**config.mk**
```make
export PLATFORM = sky130hd
export DESIGN_NAME = sdram_weight_responder
export DESIGN_NICKNAME = d
export VERILOG_FILES = /design/src/rtl/sdram_resp_pkg.sv /design/src/rtl/sdram_weight_responder_line_assembler.sv /design/src/rtl/sdram_weight_responder.sv
export SDC_FILE = /design/constraint.sdc
export NUM_CORES = 1
export LEC_CHECK = 0
export ABC_AREA = 0
export CORE_MARGIN = 2
export CORE_UTILIZATION = 40
export CTS_CLUSTER_SIZE = 10
export DETAILED_ROUTE_END_ITERATION = 10
export PLACE_DENSITY = 0.62
export RECOVER_POWER = 25
export SLEW_MARGIN = 40
export SYNTH_ARGS = -nofsm -noshare
export SYNTH_HDL_FRONTEND = slang
export SYNTH_SLANG_ARGS = --single-unit
```
**constraint.sdc**
```tcl
create_clock -name clk -period 25.8 [get_ports clk]
set_input_delay 5.16 -clock clk [delete_from_list [all_inputs] [get_ports clk]]
set_output_delay 5.16 -clock clk [all_outputs]
set_load 0.01 [all_outputs]
```
**src/rtl/sdram_resp_pkg.sv**
```systemverilog
// sdram_resp_pkg: shared types for the SDRAM weight responder.
//   state_t   - responder FSM states
//   WORDS_DEF - default words per weight line
//   line_t    - one packed 16x16-bit weight line
package sdram_resp_pkg;
    localparam int WORDS_DEF = 16;
    typedef enum logic [1:0] {IDLE, FETCH, DONE} state_t;
    typedef logic [15:0][15:0] line_t;
endpackage

```
**src/rtl/sdram_weight_responder_line_assembler.sv**
```systemverilog
// line_assembler: collects in-order read responses into a shadow line and publishes it whole.
//   clk, reset  - clock, async active-high reset
//   start       - clears the receive count for a new line
//   issue_cnt   - number of word reads accepted by memory for this line
//   rdata/rvalid- memory read response
//   rd_buf      - last completed line
//   done        - combinational: this cycle's response completes the line
//   err         - sticky: response seen with nothing outstanding
module line_assembler #(
    parameter int WORDS = 16,
    parameter int CW    = $clog2(WORDS) + 1
) (
    input  logic                   clk,
    input  logic                   reset,
    input  logic                   start,
    input  logic [CW-1:0]          issue_cnt,
    input  logic [15:0]            rdata,
    input  logic                   rvalid,
    output logic [WORDS-1:0][15:0] rd_buf,
    output logic                   done,
    output logic                   err
);
    logic [CW-1:0]          recv_cnt;
    logic [WORDS-1:0][15:0] shadow, shadow_nxt;
    logic                   take;

    assign take = rvalid && (issue_cnt != recv_cnt);
    assign done = take && (recv_cnt == CW'(WORDS - 1));

    // the completing word is merged here so rd_buf gets it in the same edge
    always_comb begin
        shadow_nxt = shadow;
        if (take) shadow_nxt[recv_cnt[CW-2:0]] = rdata;
    end

    always_ff @(posedge clk or posedge reset) begin
        if (reset) begin
            recv_cnt <= '0;
            shadow   <= '0;
            rd_buf   <= '0;
            err      <= 1'b0;
        end else begin
            if (start) recv_cnt <= '0;
            else if (take) recv_cnt <= recv_cnt + 1'b1;
            if (take) shadow <= shadow_nxt;
            if (done) rd_buf <= shadow_nxt;
            if (rvalid && !take) err <= 1'b1;
        end
    end
endmodule

```
**src/rtl/sdram_weight_responder.sv**
```systemverilog
// sdram_weight_responder: fetches one weight line per rd_req from a word-addressed memory port.
//   clk, reset           - clock, async active-high reset
//   rd_req               - line request (level or pulse)
//   rd_buf, rd_done      - assembled line and its one-cycle valid pulse
//   base_addr, base_load - weight table base and its load strobe
//   num_lines            - lines before the pointer wraps to base (0 = never)
//   mem_rd, mem_addr, mem_ready, mem_rdata, mem_rvalid - memory port
//   busy, err            - FSM not idle; sticky unexpected-response flag
module sdram_weight_responder
    import sdram_resp_pkg::*;
#(
    parameter int ADDR_W  = 24,
    parameter int WORDS   = WORDS_DEF,
    parameter int LINES_W = 12
) (
    input  logic                   clk,
    input  logic                   reset,
    input  logic                   rd_req,
    output logic [WORDS-1:0][15:0] rd_buf,
    output logic                   rd_done,
    input  logic [ADDR_W-1:0]      base_addr,
    input  logic                   base_load,
    input  logic [LINES_W-1:0]     num_lines,
    output logic                   mem_rd,
    output logic [ADDR_W-1:0]      mem_addr,
    input  logic                   mem_ready,
    input  logic [15:0]            mem_rdata,
    input  logic                   mem_rvalid,
    output logic                   busy,
    output logic                   err
);
    localparam int CW = $clog2(WORDS) + 1;

    state_t              state, state_nxt;
    logic [ADDR_W-1:0]   ptr, pend_base, load_base;
    logic [LINES_W-1:0]  line_cnt, cnt_inc;
    logic [CW-1:0]       issue_cnt;
    logic                pend_req, pend_load, load_now, start, done_line;

    line_assembler #(.WORDS(WORDS), .CW(CW)) u_asm (
        .clk       (clk),
        .reset     (reset),
        .start     (start),
        .issue_cnt (issue_cnt),
        .rdata     (mem_rdata),
        .rvalid    (mem_rvalid),
        .rd_buf    (rd_buf),
        .done      (done_line),
        .err       (err)
    );

    always_ff @(posedge clk or posedge reset) begin
        if (reset) state <= IDLE;
        else state <= state_nxt;
    end

    always_comb begin
        state_nxt = state;
        start     = 1'b0;
        mem_rd    = 1'b0;
        rd_done   = 1'b0;
        case (state)
            IDLE: begin
                start     = rd_req || pend_req;
                state_nxt = start ? FETCH : IDLE;
            end
            FETCH: begin
                mem_rd    = issue_cnt < CW'(WORDS);
                state_nxt = done_line ? DONE : FETCH;
            end
            DONE: begin
                rd_done   = 1'b1;
                state_nxt = IDLE;
            end
            default: state_nxt = IDLE;
        endcase
    end

    assign busy      = state != IDLE;
    assign mem_addr  = mem_rd ? ptr + ADDR_W'(issue_cnt) : '0;
    assign cnt_inc   = line_cnt + 1'b1;
    // a load arriving in the DONE cycle itself is newer than any pending one
    assign load_now  = pend_load || base_load;
    assign load_base = base_load ? base_addr : pend_base;

    always_ff @(posedge clk or posedge reset) begin
        if (reset) begin
            ptr       <= '0;
            line_cnt  <= '0;
            issue_cnt <= '0;
            pend_req  <= 1'b0;
            pend_load <= 1'b0;
            pend_base <= '0;
        end else begin
            case (state)
                IDLE: begin
                    if (base_load) begin
                        ptr      <= base_addr;
                        line_cnt <= '0;
                    end
                    if (start) begin
                        issue_cnt <= '0;
                        pend_req  <= 1'b0;
                    end
                end
                FETCH: begin
                    if (mem_rd && mem_ready) issue_cnt <= issue_cnt + 1'b1;
                    if (rd_req) pend_req <= 1'b1;
                    if (base_load) begin
                        pend_load <= 1'b1;
                        pend_base <= base_addr;
                    end
                end
                DONE: begin
                    if (rd_req) pend_req <= 1'b1;
                    pend_load <= 1'b0;
                    if (load_now) begin
                        ptr      <= load_base;
                        line_cnt <= '0;
                    end else if (num_lines != '0 && cnt_inc == num_lines) begin
                        ptr      <= base_addr;
                        line_cnt <= '0;
                    end else begin
                        ptr      <= ptr + ADDR_W'(WORDS);
                        line_cnt <= cnt_inc;
                    end
                end
                default: ;
            endcase
        end
    end
endmodule

```
==> results.py <==
metrics = {
    "global_route": {
        "grt_pass1_wl_um": 98640,
        "track_usage_pct": 20.36,
        "antenna_found_initial": 3,
        "grt_max_degree": 121,
        "grt_pass1_vias": 16120,
        "grt_overflow": 0,
    },
    "critical_path": {
        "crit_arrival_ns": 11.83,
        "end_kind": "asynchronous set/reset pin",
        "path_class": "in2async",
        "start_kind": "input port",
        "path_max_fanout": 120,
        "required_ns": 25.55,
    },
    "worst_hold_path": {
        "min_path_type": "reg2reg",
    },
    "placed_design": {
        "port_buffers": 341,
        "hpwl_um": 41430,
        "gp_congestion": 0.8791,
        "dpl-instance-area_um2": 28870,
    },
    "run_status": {
        "status": "complete, but fails checks",
        "violations": "capacitance limit, slew limit",
    },
    "synth": {
        "synth_area_um2": 24630,
        "avgSynthCellArea_um2": 14.02,
        "synth_nets": 1833,
        "synthCells": 1757,
        "ys_warn_count": 0,
        "synth-edff-count": 0,
        "ys_types": 59,
        "ys.flop_type": "dfrtp_1",
        "ys_ff_latch": 587,
        "ys_seq_area_share_pct": 59.64,
        "async_reset_ff_share_pct": 100.0,
    },
    "power": {
        "powerDensity_nw_per_um2": 111.5,
        "ir_worst_vdd_mv": 0.06086,
        "p_leak_nw": 13.87,
        "finalPower_w": 0.003433,
    },
    "layout": {
        "drive_above_1_share_pct": 32.89,
        "fillers": 5238,
        "layout.nets": 2167,
        "syn_to_final_growth_pct": 25.03,
        "final_area_um2": 30790,
    },
    "sta": {
        "setup_viol": 0,
        "period_minus_slack_ns": 12.08,
        "fmax_mhz": 82.77,
        "slew_viol_final": 384,
        "worst_pin_slew_ns": 5.296,
        "hold_violations": 0,
        "maxSlewHeadroom_pct": -253.1,
        "rsz0062_at_grt": "no",
        "fin_crit_sh_pct": 46.83,
        "fin_skew_ns": 0.01489,
        "tns_ns": 0,
    },
    "run": {
        "maxCapViolCount": 5,
    },
    "clock_network": {
        "ctsResizeCount": 0,
        "htree_levels": 3,
        "cts-root-buf": "clkbuf_16",
        "cts_buffer_depth": 3,
        "clock-sinks": 587,
        "cts_tree": "yes",
        "clock_latency_ns": 0.60,
        "cts_setup_buffers": 0,
        "path_clk_slew_ns": 0.05,
        "cts_hold_buf": 0,
        "cts_made_buffers": 70,
    },
    "drt": {
        "wl_per_cell_um": 22.22,
        "drt_first_pass_iters": 5,
        "drt_iter0_markers": 666,
        "vias_per_cell": 5.330,
        "ant_nets": 0,
        "wl_um": 64170,
        "drcViolationCount": 0,
        "dr_total_vias": 15390,
    },
    "die": {
        "io_pins": 342,
        "fp.dieW_um": 252.1,
        "start_util_pct": 40.65,
        "fp.coreArea_um2": 60580,
        "rows": 90,
        "die_h_um": 252.1,
        "die-area_um2": 63570,
    },
}
worst max-delay path, stage by stage:
cell and delay, ns:
dlygate4sd3_1 0.56, clkinvlp_2 2.89, clkbuf_1 3.00
layout make-up:
class / count / area [um^2] / share of cell area (%)
sequential: 587 / 14690 / 47.70
multi-input combinational: 1036 / 9423 / 30.60
antenna: 2 / 5.005 / 0.01625
tap: 782 / 978.4 / 3.178
clock buffer: 77 / 1821 / 5.912
timing repair buffer: 371 / 3646 / 11.84
clock inverter: 8 / 135.1 / 0.4388
inverter: 25 / 95.09 / 0.3088
flip-flops by register name, summed over array words and instances (netlist names):
register	flops
u_asm.rd_buf	256
u_asm.shadow	256
u_asm.err	1
pend_load	1
pend_base	24
state	2
ptr	24
pend_req	1
issue_cnt	5
line_cnt	12
u_asm.recv_cnt	5
synthesized netlist by cell type (16+ instances only):
master,instances,area share [%]
mux2_2,549,25
inv_1,23,0.35
xor2_1,23,0.82
o22ai_1,16,0.41
buf_2,26,0.53
nand2_1,48,0.73
ha_1,17,0.86
o21ai_0,32,0.65
a21oi_1,43,0.87
xnor2_1,26,0.92
dfrtp_1,587,60
buf_1,17,0.26
nor2_1,61,0.93
clkbuf_1,64,0.98
nand3_1,26,0.53
stage by stage:
| stage | worst slack (ns) | util (%) | hold slack, ns | cells |
|---|---|---|---|---|
| 4_1_cts | 16.68 | 50.88 | 0.4736 | 2886 |
| 6_report | 13.72 | 50.83 | 0.4739 | 2888 |
| 5_1_grt | 12.14 | 50.82 | 0.4939 | 2887 |
| 3_3_place_gp | 17.05 | 47.53 | 0.4470 | 2796 |
| 3_5_place_dp | 17.21 | 47.66 | 0.4591 | 2801 |
| 2_1_floorplan | 4.214 | - | 0.4666 | 1757 |
placed cells by master, fill, tap and decap left out, types with 22 or more instances in the layout:
| cell type | synthesis | final |
|---|---|---|
| inv_1 | 23 | 22 |
| nand3_1 | 26 | 26 |
| clkbuf_16 | 0 | 72 |
| dfrtp_1 | 587 | 587 |
| mux2_2 | 549 | 545 |
| nand2_1 | 48 | 47 |
| xnor2_1 | 26 | 26 |
| a21oi_1 | 43 | 42 |
| o21ai_0 | 32 | 32 |
| clkdlybuf4s50_1 | 0 | 334 |
| nor2_1 | 61 | 61 |
| xor2_1 | 23 | 23 |
logic make-up (layout without fill, tap and decap cells):
group                    Yosys count  count (layout)  share of synthesized area [%]
AND/OR/NAND/NOR                  260             260                          5.791
adder cells (fa/ha/maj)           18              18                         0.9449
multiplexers                     565             565                          25.87
XOR/XNOR                          49              49                          1.743
flip-flops                       587             587                          59.64
other                              0               2                              0
buffers and inverters            134             481                          2.220
AO/OA/AOI/OAI                    144             144                          3.785
path summary, 6_finish.rpt:
kind / from / endpoint / slack, ns / cells after the start
worst min-delay path: u_asm.err / u_asm.err / 0.47 / 1
worst min register to register: u_asm.err / u_asm.err / 0.47 / 1
max in group clk: issue_cnt[0] / mem_addr[18] / 16.68 / 11
min in group asynchronous: reset / u_asm.shadow[27] / 6.61 / 2
worst max register to register: u_asm.recv_cnt[0] / u_asm.rd_buf[5] / 20.83 / 7
worst max-delay path: reset / u_asm.rd_buf[193] / 13.72 / 3
power breakdown:
part / total, W / internal, W / switching (W)
Clock: 0.000877 / 0.000510 / 0.000367
Sequential: 0.00147 / 0.00127 / 0.000194
Combinational: 0.00109 / 0.000620 / 0.000470
Total: 0.00343 / 0.00240 / 0.00103
routing by layer:
layer | GRT usage, % | share of wire (%) | vias to the layer above | routed length, um
met1 | 27.77 | 45 | 8034 | 28900
li1 | - | - | 6909 | -
met5 | 0 | 0 | - | 0
met4 | 5.917 | 2.3 | 0 | 1473
met3 | 3.821 | 4.6 | 92 | 2931
met2 | 33.25 | 48 | 358 | 30870
Power figures use the tool's default switching activity.
